`src/rtl/instr_decode_queue_pkg.sv`:
```
// -----------------------------------------------------------------------------
// decode_pkg
// Shared definitions for the instruction decode queue:
//   - MIPS opcode constants used by class and immediate decode
//   - instruction class codes (R / I / J / illegal)
//   - the list of opcodes whose immediate is zero-extended
//   - the registered field bundle carried by the output stage
// No ports (package).
// -----------------------------------------------------------------------------
package decode_pkg;

    localparam int INSTR_W = 32;
    localparam int PC_W    = 32;
    localparam int ENTRY_W = INSTR_W + PC_W;

    localparam logic [5:0] OP_RTYPE = 6'h00;
    localparam logic [5:0] OP_J     = 6'h02;
    localparam logic [5:0] OP_JAL   = 6'h03;
    localparam logic [5:0] OP_BEQ   = 6'h04;
    localparam logic [5:0] OP_BNE   = 6'h05;
    localparam logic [5:0] OP_ADDI  = 6'h08;
    localparam logic [5:0] OP_SLTI  = 6'h0A;
    localparam logic [5:0] OP_ANDI  = 6'h0C;
    localparam logic [5:0] OP_ORI   = 6'h0D;
    localparam logic [5:0] OP_XORI  = 6'h0E;
    localparam logic [5:0] OP_LUI   = 6'h0F;
    localparam logic [5:0] OP_LW    = 6'h23;
    localparam logic [5:0] OP_SW    = 6'h2B;

    typedef enum logic [1:0] {
        CLASS_R   = 2'd0,
        CLASS_I   = 2'd1,
        CLASS_J   = 2'd2,
        CLASS_ILL = 2'd3
    } instr_class_e;

    // Logical immediates are zero-extended; everything else sign-extends.
    localparam int NUM_ZEXT_OPS = 3;
    localparam logic [5:0] ZEXT_OPS [NUM_ZEXT_OPS] = '{OP_ANDI, OP_ORI, OP_XORI};

    function automatic logic is_zero_ext(input logic [5:0] op);
        logic hit;
        hit = 1'b0;
        for (int i = 0; i < NUM_ZEXT_OPS; i++) begin
            if (op == ZEXT_OPS[i]) begin
                hit = 1'b1;
            end
        end
        return hit;
    endfunction

    function automatic logic is_known_op(input logic [5:0] op);
        logic known;
        case (op)
            OP_RTYPE, OP_J, OP_JAL, OP_BEQ, OP_BNE, OP_ADDI, OP_SLTI,
            OP_ANDI, OP_ORI, OP_XORI, OP_LUI, OP_LW, OP_SW: known = 1'b1;
            default:                                        known = 1'b0;
        endcase
        return known;
    endfunction

    // Width-independent part of the output stage (the immediate is kept
    // separately because its width is a module parameter).
    typedef struct packed {
        logic [5:0]   op;
        logic [4:0]   rs;
        logic [4:0]   rt;
        logic [4:0]   rd;
        logic [4:0]   shamt;
        logic [5:0]   funct;
        logic [31:0]  jump_target;
        instr_class_e iclass;
        logic [31:0]  pc;
    } fields_t;

endpackage

```
`src/rtl/instr_decode_queue_if.sv`:
```
// -----------------------------------------------------------------------------
// instr_decode_queue_if
// Groups the fetch-side push handshake, the flush strobe and the decoded
// output handshake of instr_decode_queue.
//   master : producer/consumer side (drives flush, in_valid, instr_in, pc_in,
//            out_ready; observes in_ready and all decoded outputs)
//   slave  : the decode queue itself
// Parameter DATA_WIDTH sets the width of imm_ext.
// -----------------------------------------------------------------------------
interface instr_decode_queue_if #(
    parameter int DATA_WIDTH = 32
);
    logic                  flush;
    logic                  in_valid;
    logic                  in_ready;
    logic [31:0]           instr_in;
    logic [31:0]           pc_in;
    logic                  out_valid;
    logic                  out_ready;
    logic [5:0]            op;
    logic [4:0]            rs;
    logic [4:0]            rt;
    logic [4:0]            rd;
    logic [4:0]            shamt;
    logic [5:0]            funct;
    logic [DATA_WIDTH-1:0] imm_ext;
    logic [31:0]           jump_target;
    logic [1:0]            instr_class;
    logic [31:0]           pc_out;

    modport master (
        output flush, in_valid, instr_in, pc_in, out_ready,
        input  in_ready, out_valid, op, rs, rt, rd, shamt, funct,
               imm_ext, jump_target, instr_class, pc_out
    );

    modport slave (
        input  flush, in_valid, instr_in, pc_in, out_ready,
        output in_ready, out_valid, op, rs, rt, rd, shamt, funct,
               imm_ext, jump_target, instr_class, pc_out
    );
endinterface

```
`src/rtl/instr_decode_queue_fifo.sv`:
```
// -----------------------------------------------------------------------------
// instr_fifo
// DEPTH-entry synchronous FIFO holding {instr, pc} pairs for the decode queue.
// DEPTH must be a power of 2 (>= 2) so the pointers wrap by plain overflow.
// Ports:
//   clk, reset      clock, synchronous active-high reset
//   flush           empties the FIFO, overriding push/pop that edge
//   push, wr_data   write wr_data at the tail (ignored when full)
//   pop, rd_data    rd_data is the current head; pop advances it (ignored when empty)
//   full, empty     status flags
//   count           number of stored entries (0..DEPTH)
// -----------------------------------------------------------------------------
module instr_fifo #(
    parameter int DEPTH = 4,
    parameter int WIDTH = 64
) (
    input  logic                       clk,
    input  logic                       reset,
    input  logic                       flush,
    input  logic                       push,
    input  logic [WIDTH-1:0]           wr_data,
    input  logic                       pop,
    output logic [WIDTH-1:0]           rd_data,
    output logic                       full,
    output logic                       empty,
    output logic [$clog2(DEPTH):0]     count
);
    localparam int PTR_W = $clog2(DEPTH);
    localparam logic [PTR_W:0] DEPTH_CNT = (PTR_W + 1)'(DEPTH);

    logic [WIDTH-1:0] mem_q [DEPTH];
    logic [PTR_W-1:0] wr_ptr_q, wr_ptr_d;
    logic [PTR_W-1:0] rd_ptr_q, rd_ptr_d;
    logic [PTR_W:0]   count_q, count_d;
    logic             do_push, do_pop;

    assign full    = (count_q == DEPTH_CNT);
    assign empty   = (count_q == '0);
    assign count   = count_q;
    assign rd_data = mem_q[rd_ptr_q];

    assign do_push = push && !full && !flush;
    assign do_pop  = pop && !empty && !flush;

    always_comb begin
        // NOTE: every signal written here gets a default first, so no path
        // leaves it unassigned and no latch is inferred.
        wr_ptr_d = wr_ptr_q;
        rd_ptr_d = rd_ptr_q;
        count_d  = count_q;
        if (flush) begin
            wr_ptr_d = '0;
            rd_ptr_d = '0;
            count_d  = '0;
        end else begin
            if (do_push) begin
                wr_ptr_d = wr_ptr_q + 1'b1;
            end
            if (do_pop) begin
                rd_ptr_d = rd_ptr_q + 1'b1;
            end
            case ({do_push, do_pop})
                2'b10:   count_d = count_q + 1'b1;
                2'b01:   count_d = count_q - 1'b1;
                default: count_d = count_q;
            endcase
        end
    end

    always_ff @(posedge clk) begin
        // NOTE: state registers use non-blocking assignments so every flop
        // samples the pre-edge values regardless of statement order.
        if (reset) begin
            wr_ptr_q <= '0;
            rd_ptr_q <= '0;
            count_q  <= '0;
        end else begin
            wr_ptr_q <= wr_ptr_d;
            rd_ptr_q <= rd_ptr_d;
            count_q  <= count_d;
        end
    end

    // NOTE: the storage array has no reset; an entry is only read after it
    // has been written, so clearing it would cost flops and buy nothing.
    always_ff @(posedge clk) begin
        if (do_push) begin
            mem_q[wr_ptr_q] <= wr_data;
        end
    end

endmodule

```
`src/rtl/instr_decode_queue.sv`:
```
// -----------------------------------------------------------------------------
// instr_decode_queue
// Buffered MIPS instruction decoder between fetch and register-read.
// Instructions and their PCs are pushed into a DEPTH-entry FIFO; the head is
// decoded and captured in a registered output stage, giving DEPTH+1 total
// capacity and a 2-edge empty-path latency at one instruction per cycle.
// Ports:
//   clk    clock, rising edge
//   reset  synchronous, active-high; clears queue and zeroes all outputs
//   bus    instr_decode_queue_if.slave:
//            flush, in_valid/in_ready, instr_in, pc_in     (push side)
//            out_valid/out_ready, op, rs, rt, rd, shamt,
//            funct, imm_ext, jump_target, instr_class,
//            pc_out                                         (decoded side)
// Parameters: DEPTH (power of 2, >= 2), DATA_WIDTH (imm_ext width, >= 32).
// Build option: define DECODE_ILLEGAL_EN to classify unlisted opcodes as
// illegal (class 3); otherwise they decode as I-type.
// -----------------------------------------------------------------------------
module instr_decode_queue
    import decode_pkg::*;
#(
    parameter int DEPTH      = 4,
    parameter int DATA_WIDTH = 32
) (
    input logic                  clk,
    input logic                  reset,
    instr_decode_queue_if.slave  bus
);
    localparam int CNT_W = $clog2(DEPTH) + 1;
    localparam logic [CNT_W-1:0] DEPTH_CNT = CNT_W'(DEPTH);

    // FIFO interface
    logic [ENTRY_W-1:0] fifo_rd_data;
    logic               fifo_full;
    logic               fifo_empty;
    logic [CNT_W-1:0]   fifo_count;
    logic               push;
    logic               pop;

    // Head-of-queue decode
    logic [INSTR_W-1:0]    head_instr;
    logic [PC_W-1:0]       head_pc;
    logic [3:0]            pc4_hi;
    fields_t               dec_fields;
    logic [DATA_WIDTH-1:0] dec_imm;

    // Output stage
    logic                  out_valid_q, out_valid_d;
    fields_t               fields_q, fields_d;
    logic [DATA_WIDTH-1:0] imm_q, imm_d;

    assign bus.in_ready = (fifo_count < DEPTH_CNT);

    assign push = bus.in_valid && !fifo_full && !bus.flush;
    // The output register is refilled whenever it is empty or being drained.
    assign pop  = !fifo_empty && (!out_valid_q || bus.out_ready) && !bus.flush;

    instr_fifo #(
        .DEPTH (DEPTH),
        .WIDTH (ENTRY_W)
    ) u_fifo (
        .clk     (clk),
        .reset   (reset),
        .flush   (bus.flush),
        .push    (push),
        .wr_data ({bus.instr_in, bus.pc_in}),
        .pop     (pop),
        .rd_data (fifo_rd_data),
        .full    (fifo_full),
        .empty   (fifo_empty),
        .count   (fifo_count)
    );

    assign head_instr = fifo_rd_data[ENTRY_W-1:PC_W];
    assign head_pc    = fifo_rd_data[PC_W-1:0];

    // (pc+4)[31:28] without a full 32-bit adder: the +4 carries into bit 28
    // only when pc[27:2] is all ones.
    assign pc4_hi = head_pc[31:28] + {3'b000, &head_pc[27:2]};

    always_comb begin
        dec_fields             = '0;
        dec_fields.op          = head_instr[31:26];
        dec_fields.rs          = head_instr[25:21];
        dec_fields.rt          = head_instr[20:16];
        dec_fields.rd          = head_instr[15:11];
        dec_fields.shamt       = head_instr[10:6];
        dec_fields.funct       = head_instr[5:0];
        dec_fields.jump_target = {pc4_hi, head_instr[25:0], 2'b00};
        dec_fields.pc          = head_pc;

        if (dec_fields.op == OP_RTYPE) begin
            dec_fields.iclass = CLASS_R;
        end else if ((dec_fields.op == OP_J) || (dec_fields.op == OP_JAL)) begin
            dec_fields.iclass = CLASS_J;
        end else begin
`ifdef DECODE_ILLEGAL_EN
            dec_fields.iclass = is_known_op(dec_fields.op) ? CLASS_I : CLASS_ILL;
`else
            dec_fields.iclass = CLASS_I;
`endif
        end

        if (is_zero_ext(dec_fields.op)) begin
            dec_imm = {{(DATA_WIDTH-16){1'b0}}, head_instr[15:0]};
        end else begin
            dec_imm = {{(DATA_WIDTH-16){head_instr[15]}}, head_instr[15:0]};
        end
    end

    // Output stage next state: flush only drops valid, fields keep their
    // last values; a pop loads new fields; a drain with no refill clears valid.
    always_comb begin
        out_valid_d = out_valid_q;
        fields_d    = fields_q;
        imm_d       = imm_q;
        if (bus.flush) begin
            out_valid_d = 1'b0;
        end else if (pop) begin
            out_valid_d = 1'b1;
            fields_d    = dec_fields;
            imm_d       = dec_imm;
        end else if (out_valid_q && bus.out_ready) begin
            out_valid_d = 1'b0;
        end
    end

    always_ff @(posedge clk) begin
        if (reset) begin
            out_valid_q <= 1'b0;
            fields_q    <= '0;
            imm_q       <= '0;
        end else begin
            out_valid_q <= out_valid_d;
            fields_q    <= fields_d;
            imm_q       <= imm_d;
        end
    end

    assign bus.out_valid   = out_valid_q;
    assign bus.op          = fields_q.op;
    assign bus.rs          = fields_q.rs;
    assign bus.rt          = fields_q.rt;
    assign bus.rd          = fields_q.rd;
    assign bus.shamt       = fields_q.shamt;
    assign bus.funct       = fields_q.funct;
    assign bus.imm_ext     = imm_q;
    assign bus.jump_target = fields_q.jump_target;
    assign bus.instr_class = fields_q.iclass;
    assign bus.pc_out      = fields_q.pc;

endmodule
```
`src/flat_wrapper.sv`:
```
// flat-port wrapper written by rule: the top's interface ports become plain ports
module instr_decode_queue_flat import decode_pkg::*;
#(
    parameter int DEPTH      = 4,
    parameter int DATA_WIDTH = 32
)
  (clk, reset, bus_flush, bus_in_valid, bus_instr_in, bus_pc_in, bus_out_ready, bus_in_ready, bus_out_valid, bus_op, bus_rs, bus_rt, bus_rd, bus_shamt, bus_funct, bus_imm_ext, bus_jump_target, bus_instr_class, bus_pc_out);
  instr_decode_queue_if #(.DATA_WIDTH(DATA_WIDTH)) bus_i ();
  input logic clk;
  input logic reset;
  input wire logic [$bits(bus_i.flush)-1:0] bus_flush;
  input wire logic [$bits(bus_i.in_valid)-1:0] bus_in_valid;
  input wire logic [$bits(bus_i.instr_in)-1:0] bus_instr_in;
  input wire logic [$bits(bus_i.pc_in)-1:0] bus_pc_in;
  input wire logic [$bits(bus_i.out_ready)-1:0] bus_out_ready;
  output wire logic [$bits(bus_i.in_ready)-1:0] bus_in_ready;
  output wire logic [$bits(bus_i.out_valid)-1:0] bus_out_valid;
  output wire logic [$bits(bus_i.op)-1:0] bus_op;
  output wire logic [$bits(bus_i.rs)-1:0] bus_rs;
  output wire logic [$bits(bus_i.rt)-1:0] bus_rt;
  output wire logic [$bits(bus_i.rd)-1:0] bus_rd;
  output wire logic [$bits(bus_i.shamt)-1:0] bus_shamt;
  output wire logic [$bits(bus_i.funct)-1:0] bus_funct;
  output wire logic [$bits(bus_i.imm_ext)-1:0] bus_imm_ext;
  output wire logic [$bits(bus_i.jump_target)-1:0] bus_jump_target;
  output wire logic [$bits(bus_i.instr_class)-1:0] bus_instr_class;
  output wire logic [$bits(bus_i.pc_out)-1:0] bus_pc_out;
  assign bus_i.flush = bus_flush;
  assign bus_i.in_valid = bus_in_valid;
  assign bus_i.instr_in = bus_instr_in;
  assign bus_i.pc_in = bus_pc_in;
  assign bus_i.out_ready = bus_out_ready;
  assign bus_in_ready = bus_i.in_ready;
  assign bus_out_valid = bus_i.out_valid;
  assign bus_op = bus_i.op;
  assign bus_rs = bus_i.rs;
  assign bus_rt = bus_i.rt;
  assign bus_rd = bus_i.rd;
  assign bus_shamt = bus_i.shamt;
  assign bus_funct = bus_i.funct;
  assign bus_imm_ext = bus_i.imm_ext;
  assign bus_jump_target = bus_i.jump_target;
  assign bus_instr_class = bus_i.instr_class;
  assign bus_pc_out = bus_i.pc_out;
  instr_decode_queue #(.DEPTH(DEPTH), .DATA_WIDTH(DATA_WIDTH)) u_core (.clk(clk), .reset(reset), .bus(bus_i));
endmodule
```
`config.mk`:
```
export PLATFORM = sky130hd
export DESIGN_NAME = instr_decode_queue_flat
export DESIGN_NICKNAME = d
export VERILOG_FILES = /design/src/rtl/instr_decode_queue_pkg.sv /design/src/rtl/instr_decode_queue_if.sv /design/src/rtl/instr_decode_queue_fifo.sv /design/src/rtl/instr_decode_queue.sv /design/src/flat_wrapper.sv
export SDC_FILE = /design/constraint.sdc
export NUM_CORES = 1
export LEC_CHECK = 0
export ABC_CLOCK_PERIOD_IN_PS = 3300
export CAP_MARGIN = 5
export CORE_UTILIZATION = 48
export CTS_CLUSTER_DIAMETER = 120
export CTS_CLUSTER_SIZE = 16
export DETAILED_ROUTE_END_ITERATION = 10
export GPL_TIMING_DRIVEN = 0
export PLACE_DENSITY = 0.78
export SKIP_CTS_REPAIR_TIMING = 1
export SYNTH_ARGS = -nofsm -noshare
export SYNTH_HDL_FRONTEND = slang
export SYNTH_SLANG_ARGS = --single-unit
```
`constraint.sdc`:
```
create_clock -name clk -period 3.3 [get_ports clk]
set_clock_uncertainty 0.1 [all_clocks]
set_input_delay 0.825 -clock clk [delete_from_list [all_inputs] [get_ports clk]]
set_output_delay 0.825 -clock clk [all_outputs]
set_load 0.05 [all_outputs]
```
==> results of run 1 <==
area by class of cell:
cell class,instances,area (µm²),area share (%)
clock inverter,2,25.0,0.156
sequential,337,9310,58.1
tap,335,419,2.61
clock buffer,43,693,4.32
timing repair buffer,201,2070,12.9
antenna,2,5.00,0.0312
inverter,9,33.8,0.211
multi-input combinational,331,2820,17.6
buffer,97,656,4.09
critical path: stages:
cell and delay [ns]:
clkdlybuf4s50_1 0.46, or3_4 0.49, inv_1 0.15, clkbuf_4 0.24, ha_1 0.22, inv_1 0.07
fa_1 0.42, xor2_1 0.16, or3_1 0.31, a21oi_1 0.14
registers in the layout, indices dropped and copies added (netlist names), 3 cells and up, named ones only:
name and flops:
u_core.bus.jump_target 6, u_core.bus.rt 4, u_core.bus.imm_ext 17, u_core.bus.rs 4, u_core.bus.op 6, u_core.u_fifo.count 3
u_core.bus.pc_out 32, u_core.u_fifo.mem_q 256
kinds of logic (layout without fill, tap and decap cells):
family,count (synthesis),after routing,synth area share (%)
AO/OA/AOI/OAI,78,78,3.17
XOR/XNOR,6,6,0.411
adder cells (fa/ha/maj),8,8,0.842
buffers and inverters,107,352,5.37
flip-flops,337,337,72.8
multiplexers,65,65,11.8
other,1,4,0.0293
AND/OR/NAND/NOR,172,172,5.59
routing by layer:
layer  vias to the layer above  routed length [µm]  track usage [%]
li1                       3297                   -                -
met1                      3469               11000             26.9
met2                       242               13600             34.7
met3                        35                2000             3.30
met4                         0                 584             5.96
met5                         -                   0                0
report_power, final:
group          switching, µW  internal [µW]
Combinational            362            246
Sequential              32.7           4640
Clock                   1400           1440
worst min-delay path by stage:
stage                     cells after the start                                  to                              startpoint  slack (ns)
after floorplan                               2                            register  u_core.u_fifo.rd_ptr_q[1]$_SDFFE_PP0P_        0.36
after global placement                        2  u_core.bus.pc_out[29]$_SDFFE_PP0P_      u_core.bus.pc_out[29]$_SDFFE_PP0P_        0.34
after detailed placement                      2  u_core.bus.pc_out[31]$_SDFFE_PP0P_      u_core.bus.pc_out[31]$_SDFFE_PP0P_        0.35
after CTS                                     2  u_core.bus.pc_out[31]$_SDFFE_PP0P_      u_core.bus.pc_out[31]$_SDFFE_PP0P_        0.36
after global routing                          2   u_core.bus.pc_out[0]$_SDFFE_PP0P_       u_core.bus.pc_out[0]$_SDFFE_PP0P_        0.38
final                                         2  u_core.bus.pc_out[31]$_SDFFE_PP0P_      u_core.bus.pc_out[31]$_SDFFE_PP0P_        0.36
layout by cell type (no fill, tap or decap), drive strengths merged, types with 2 or more instances in the layout:
cell | Yosys | final
xor2 | 3 | 3
edfxtp | 256 | 256
nor2 | 12 | 12
xnor2 | 3 | 3
mux4 | 64 | 64
nor4 | 2 | 2
clkdlybuf4s50 | 0 | 197
clkbuf | 20 | 63
nand4 | 6 | 6
nand3b | 2 | 2
nor2b | 2 | 2
nand2 | 135 | 135
diode | 0 | 2
nand3 | 2 | 2
or3 | 3 | 3
a211oi | 2 | 2
dfxtp | 81 | 81
buf | 78 | 81
ha | 7 | 7
o21ai | 3 | 3
inv | 9 | 11
a21oi | 70 | 70
conb | 1 | 2
and2 | 4 | 4
per-stage QoR:
stage               setup slack, ns  cell area, µm²
CTS                          -0.361           16000
detailed placement           -0.894           15300
finish                        0.164           16000
floorplan                    0.0981           12800
global placement              -1.69           15200
global route               -0.00913           16000
==> out/results.tsv, run 1 <==
stage	metric	value	unit
floorplanning	Die Wd	165	µm
layout	final core occ	61.5	%
synthesis	Synth Register Bits	337	
sta	Least-Margin Pin Slew	0.740	ns
sta	setup TNS	0	ns
layout	FILL cells	1925	
cts	clk sinks	337	
routing	TritonRoute pass-1 iters	5	
sta	fin crit period	3.14	ns
synthesis	Unique masters post-synth	38	
synthesis	Post-synth EDFFs	256	
floorplanning	# IOs	201	
place	port bufs	197	
worst_setup_path	reg2reg path depth	11	
synthesis	Area contributors post-synth	edfxtp_1 60%, dfxtp_1 13%, mux4_2 8.8%	
cts	clk slew on worst S/H paths	0.07	ns
synthesis	top post-synthesis cells by count	256 x edfxtp_1, 135 x nand2_1, 81 x dfxtp_1, 70 x a21oi_1, 62 x buf_4	
worst_setup_path	crit end category	register	
floorplanning	DIE AREA	27300	µm²
layout	layout net count	1079	
synthesis	Cell Area, Synth	12800	µm²
global_routing	overall routing resource usage	20.4	%
worst_setup_path	Critical Path Start Type	primary input	
global_routing	vias in the first global route	7160	
routing	antenna viol nets, final	0	
cts	CTS Buf Count	25	
synthesis	top-count cell post-synth	edfxtp_1	
sta	fmax	319	MHz
synthesis	Avg Inst Size Synth	16.5	µm²
routing	wire per inst	20.0	µm
power	static leakage	0.00521	µW
cts	clock tree root buffer cell	clkbuf_16	
power	Overall Power	8110	µW
synthesis	most used flip-flop cell after synthesis	edfxtp_1	
floorplanning	Starting Density	49.1	%
flow_run	max cap viols	0	
worst_setup_path	reg-to-reg endpoint	u_core.bus.jump_target[31]$_SDFFE_PP0P_	
sta	Hold Vio Cnt, Final	0	
floorplanning	die height	165	µm
layout	area delta synth->final	25.4	%
global_routing	first-pass GRT wire length	40.6	mm
cts	htree depth	1	
cts	CTS max path bufs	3	
routing	residual DRC count	0	
run_status	status	finished, final reports clean	
power	maximum VDD drop	486	µV
floorplanning	Placeable Area	26100	µm²
worst_setup_path	Worst Setup EP	u_core.u_fifo.count[2]$_SDFFE_PP0P_	
routing	final wirelength	27.1	mm
floorplanning	Rows	59	
layout	post-route insts no fill	1357	
global_routing	initial antenna violation count	1	
sta	Setup-failing EPs final	0	
synthesis	Yosys warnings	0	
global_routing	largest net degree at the start of global routing	57	
worst_setup_path	Setup CP Type	in -> reg	
routing	Via density	5.19	
synthesis	Async SR Flop Fraction	0	%
worst_setup_path	Reg2Reg Setup Slack	0.22	ns
layout	share of cells above drive strength 1	16.2	%
power	PwrDens	506	nW/µm²
global_routing	grt ovf	0	
hold_path	min-delay worst type	reg -> reg	
sta	WHS	0.360	ns
worst_setup_path	Critical Path AT	3.50	ns
cts	Clk Latency, worst-skew pair	0.53	ns
sta	fin crit share	95.0	%
sta	Final Max Slew Viols	0	
worst_setup_path	worst setup path startpoint	bus_flush	
worst_setup_path	worst-path fanout max	10	
synthesis	post-synth top area cell	edfxtp_1	
routing	vias	7043	
synthesis	Gate Count Post-Synth	774	
place	Final HPWL DP	17.6	mm
worst_setup_path	Critical Path RT	3.66	ns
routing	1st-iter DRT viols	530	
synthesis	Yosys top cell area share	60.1	%
place	placed cells	1311	
place	Placer Congestion	0.736	
cts	TritonCTS clock tree	built	
sta	relative slew slack	50.7	%
synthesis	post-synthesis sequential area ratio	72.8	%
Note: power is estimated with default switching activity, not from simulation.
==> run 2: changes to the inputs <==
--- a/config.mk
+++ b/config.mk
@@ -7,12 +7,13 @@
 export LEC_CHECK = 0
 export ABC_CLOCK_PERIOD_IN_PS = 3300
 export CAP_MARGIN = 5
-export CORE_UTILIZATION = 48
+export CORE_UTILIZATION = 30
 export CTS_CLUSTER_DIAMETER = 120
 export CTS_CLUSTER_SIZE = 16
 export DETAILED_ROUTE_END_ITERATION = 10
 export GPL_TIMING_DRIVEN = 0
-export PLACE_DENSITY = 0.78
+export PLACE_DENSITY = 0.54
+export REMOVE_ABC_BUFFERS = 1
 export SKIP_CTS_REPAIR_TIMING = 1
 export SYNTH_ARGS = -nofsm -noshare
 export SYNTH_HDL_FRONTEND = slang
==> out/results.tsv, run 2 (synthesis results as in run 1) <==
stage	metric	value	unit	change
run_status	status	finished, final reports clean		
place	placed cells	1423		+8.5%
floorplanning	Rows	75		+27%
hold_path	Hold Crit Endpoint	u_core.bus.op[2]$_SDFFE_PP0P_		
hold_path	min-delay worst type	reg -> reg		
layout	post-route insts no fill	1483		+9.3%
place	Placed Area	15100	µm²	-1.5%
floorplanning	Starting Density	30.5	%	-19 points
sta	Least-Margin Pin Slew	0.938	ns	+0.198 ns
sta	fin crit share	95.7	%	+0.61 points
routing	antenna viol nets, final	0		unchanged
cts	clock tree root buffer cell	clkbuf_16		
flow_run	max cap viols	0		unchanged
cts	CTS max path bufs	3		unchanged
routing	residual DRC count	0		unchanged
global_routing	grt ovf	0		unchanged
floorplanning	DIE AREA	43400	µm²	+59%
layout	layout net count	1002		-7.1%
floorplanning	die height	208	µm	+26%
hold_path	HP Start	u_core.bus.op[2]$_SDFFE_PP0P_		
sta	fmax	317	MHz	-0.64%
routing	vias	6832		-3.0%
sta	Hold Vio Cnt, Final	0		unchanged
cts	Clk Latency, worst-skew pair	0.57	ns	+0.04 ns
worst_setup_path	Critical Path AT	3.55	ns	+0.05 ns
global_routing	largest net degree at the start of global routing	74		+30%
worst_setup_path	crit end category	register		
power	combinational share of power	7.4	%	about the same
worst_setup_path	reg-to-reg endpoint	u_core.bus.jump_target[31]$_SDFFE_PP0P_		
cts	clk slew on worst S/H paths	0.07	ns	about the same
worst_setup_path	worst-path fanout max	27		+17
cts	CTS Buf Count	25		unchanged
routing	Via density	4.61		-11%
sta	RSZ-0062 raised after global routing	no		
layout	largest register by flop count	u_core.u_fifo.mem_q		
global_routing	vias in the first global route	7109		-0.71%
power	Reg power frac	57.1	%	-0.5 points
sta	Setup-failing EPs final	0		unchanged
worst_setup_path	Reg2Reg Setup Slack	0.29	ns	+0.07 ns
layout	most frequent cells in the layout	256 x edfxtp_1, 197 x clkdlybuf4s50_1, 135 x nand2_1		
floorplanning	# IOs	201		unchanged
global_routing	overall routing resource usage	12.6	%	-7.7 points
layout	share of cells above drive strength 1	12.3	%	-3.9 points
floorplanning	Die Wd	208	µm	+26%
sta	WHS	0.354	ns	-0.00610 ns
sta	Final Max Slew Viols	0		unchanged
routing	final wirelength	29.9	mm	+10%
power	Overall Power	8180	µW	+0.78%
worst_setup_path	worst setup path startpoint	bus_out_ready		
sta	relative slew slack	37.5	%	-13 points
layout	leading cell type in the layout, fill and taps excluded	edfxtp_1		
power	maximum VDD drop	315	µV	-35%
layout	# diodes	0		-2
power	Clk pwr share	35.6	%	+0.7 points
place	Final HPWL DP	16.1	mm	-8.8%
worst_setup_path	Critical Path Start Type	primary input		
worst_setup_path	Critical Path RT	3.69	ns	+0.03 ns
cts	TritonCTS clock tree	built		
floorplanning	Placeable Area	41900	µm²	+61%
global_routing	initial antenna violation count	4		+3
place	Placer Congestion	0.683		-7.2%
power	Internal	6320	µW	about the same
layout	area delta synth->final	25.8	%	
layout	final core occ	38.3	%	-23 points
hold_path	hold path depth	2		unchanged
sta	fin crit period	3.16	ns	+0.0203 ns
cts	htree depth	1		unchanged
power	static leakage	0.00495	µW	-4.9%
worst_setup_path	Setup CP Type	in -> reg		
routing	1st-iter DRT viols	321		-39%
place	port bufs	198		+0.51%
global_routing	first-pass GRT wire length	41.9	mm	+3.2%
power	PwrDens	508	nW/µm²	+0.47%
power	sw power	1860	µW	+3.8%
layout	fin area	16100	µm²	+0.30%
cts	clk sinks	337		unchanged
routing	TritonRoute pass-1 iters	4		-1
worst_setup_path	reg2reg path depth	10		-1
power	Switching Fraction	22.7	%	+0.67 points
layout	Largest register FFs	256		unchanged
routing	wire per inst	20.2	µm	+1.0%
[run 2: power groups by stage]
stage | clock network, µW | logic [µW] | registers (µW)
floorplan | 0 | 144 | 4910
global placement | 0 | 556 | 4780
detailed placement | 0 | 580 | 4760
CTS | 3040 | 581 | 4660
global route | 3180 | 644 | 4670
finish | 2910 | 603 | 4660
[run 2: worst max-delay path by stage]
stage / end
6_report: u_core.u_fifo.count[2]$_SDFFE_PP0P_
5_1_grt: u_core.u_fifo.count[2]$_SDFFE_PP0P_
4_1_cts: u_core.u_fifo.count[2]$_SDFFE_PP0P_
3_5_place_dp: u_core.u_fifo.count[2]$_SDFFE_PP0P_
3_3_place_gp: u_core.u_fifo.count[2]$_SDFFE_PP0P_
2_1_floorplan: bus_imm_ext[16]
[run 2: metrics by stage]
step	setup TNS (ns)	setup slack, ns
final	0	0.143
after global routing	0	0.0523
after CTS	-1.86	-0.465
after detailed placement	-3.35	-1.07
after global placement	-857.88	-5.45
after floorplan	-96.40	-3.06
[run 2: final cells by class]
type                            count  area, µm²
Clock buffer                       44        697
Timing Repair Buffer              218       2430
Inverter                            9       60.1
Clock inverter                      2       25.0
Fill cell                        3948      25900
Timing Repair inverter              2       22.5
Multi-Input combinational cell    332       2850
Sequential cell                   337       9320
Tap cell                          539        674
[run 2: worst max-delay path: stages]
cell and delay [ns]:
clkdlybuf4s50_1 0.47, nor2b_2 0.08, or3_4 0.43, buf_16 0.18
clkinv_16 0.09, buf_16 0.14, ha_4 0.15, inv_1 0.05
fa_1 0.42, xor2_1 0.15, or3_1 0.31, a21oi_1 0.14
[run 2: per-layer routing]
| metal | track usage, % | vias to the layer above | routed length, µm |
|---|---|---|---|
| li1 | - | 3146 | - |
| met1 | 15.7 | 3485 | 12800 |
| met2 | 22.0 | 146 | 15000 |
| met3 | 2.79 | 47 | 1370 |
| met4 | 3.60 | 8 | 687 |
| met5 | 0 | - | 48 |
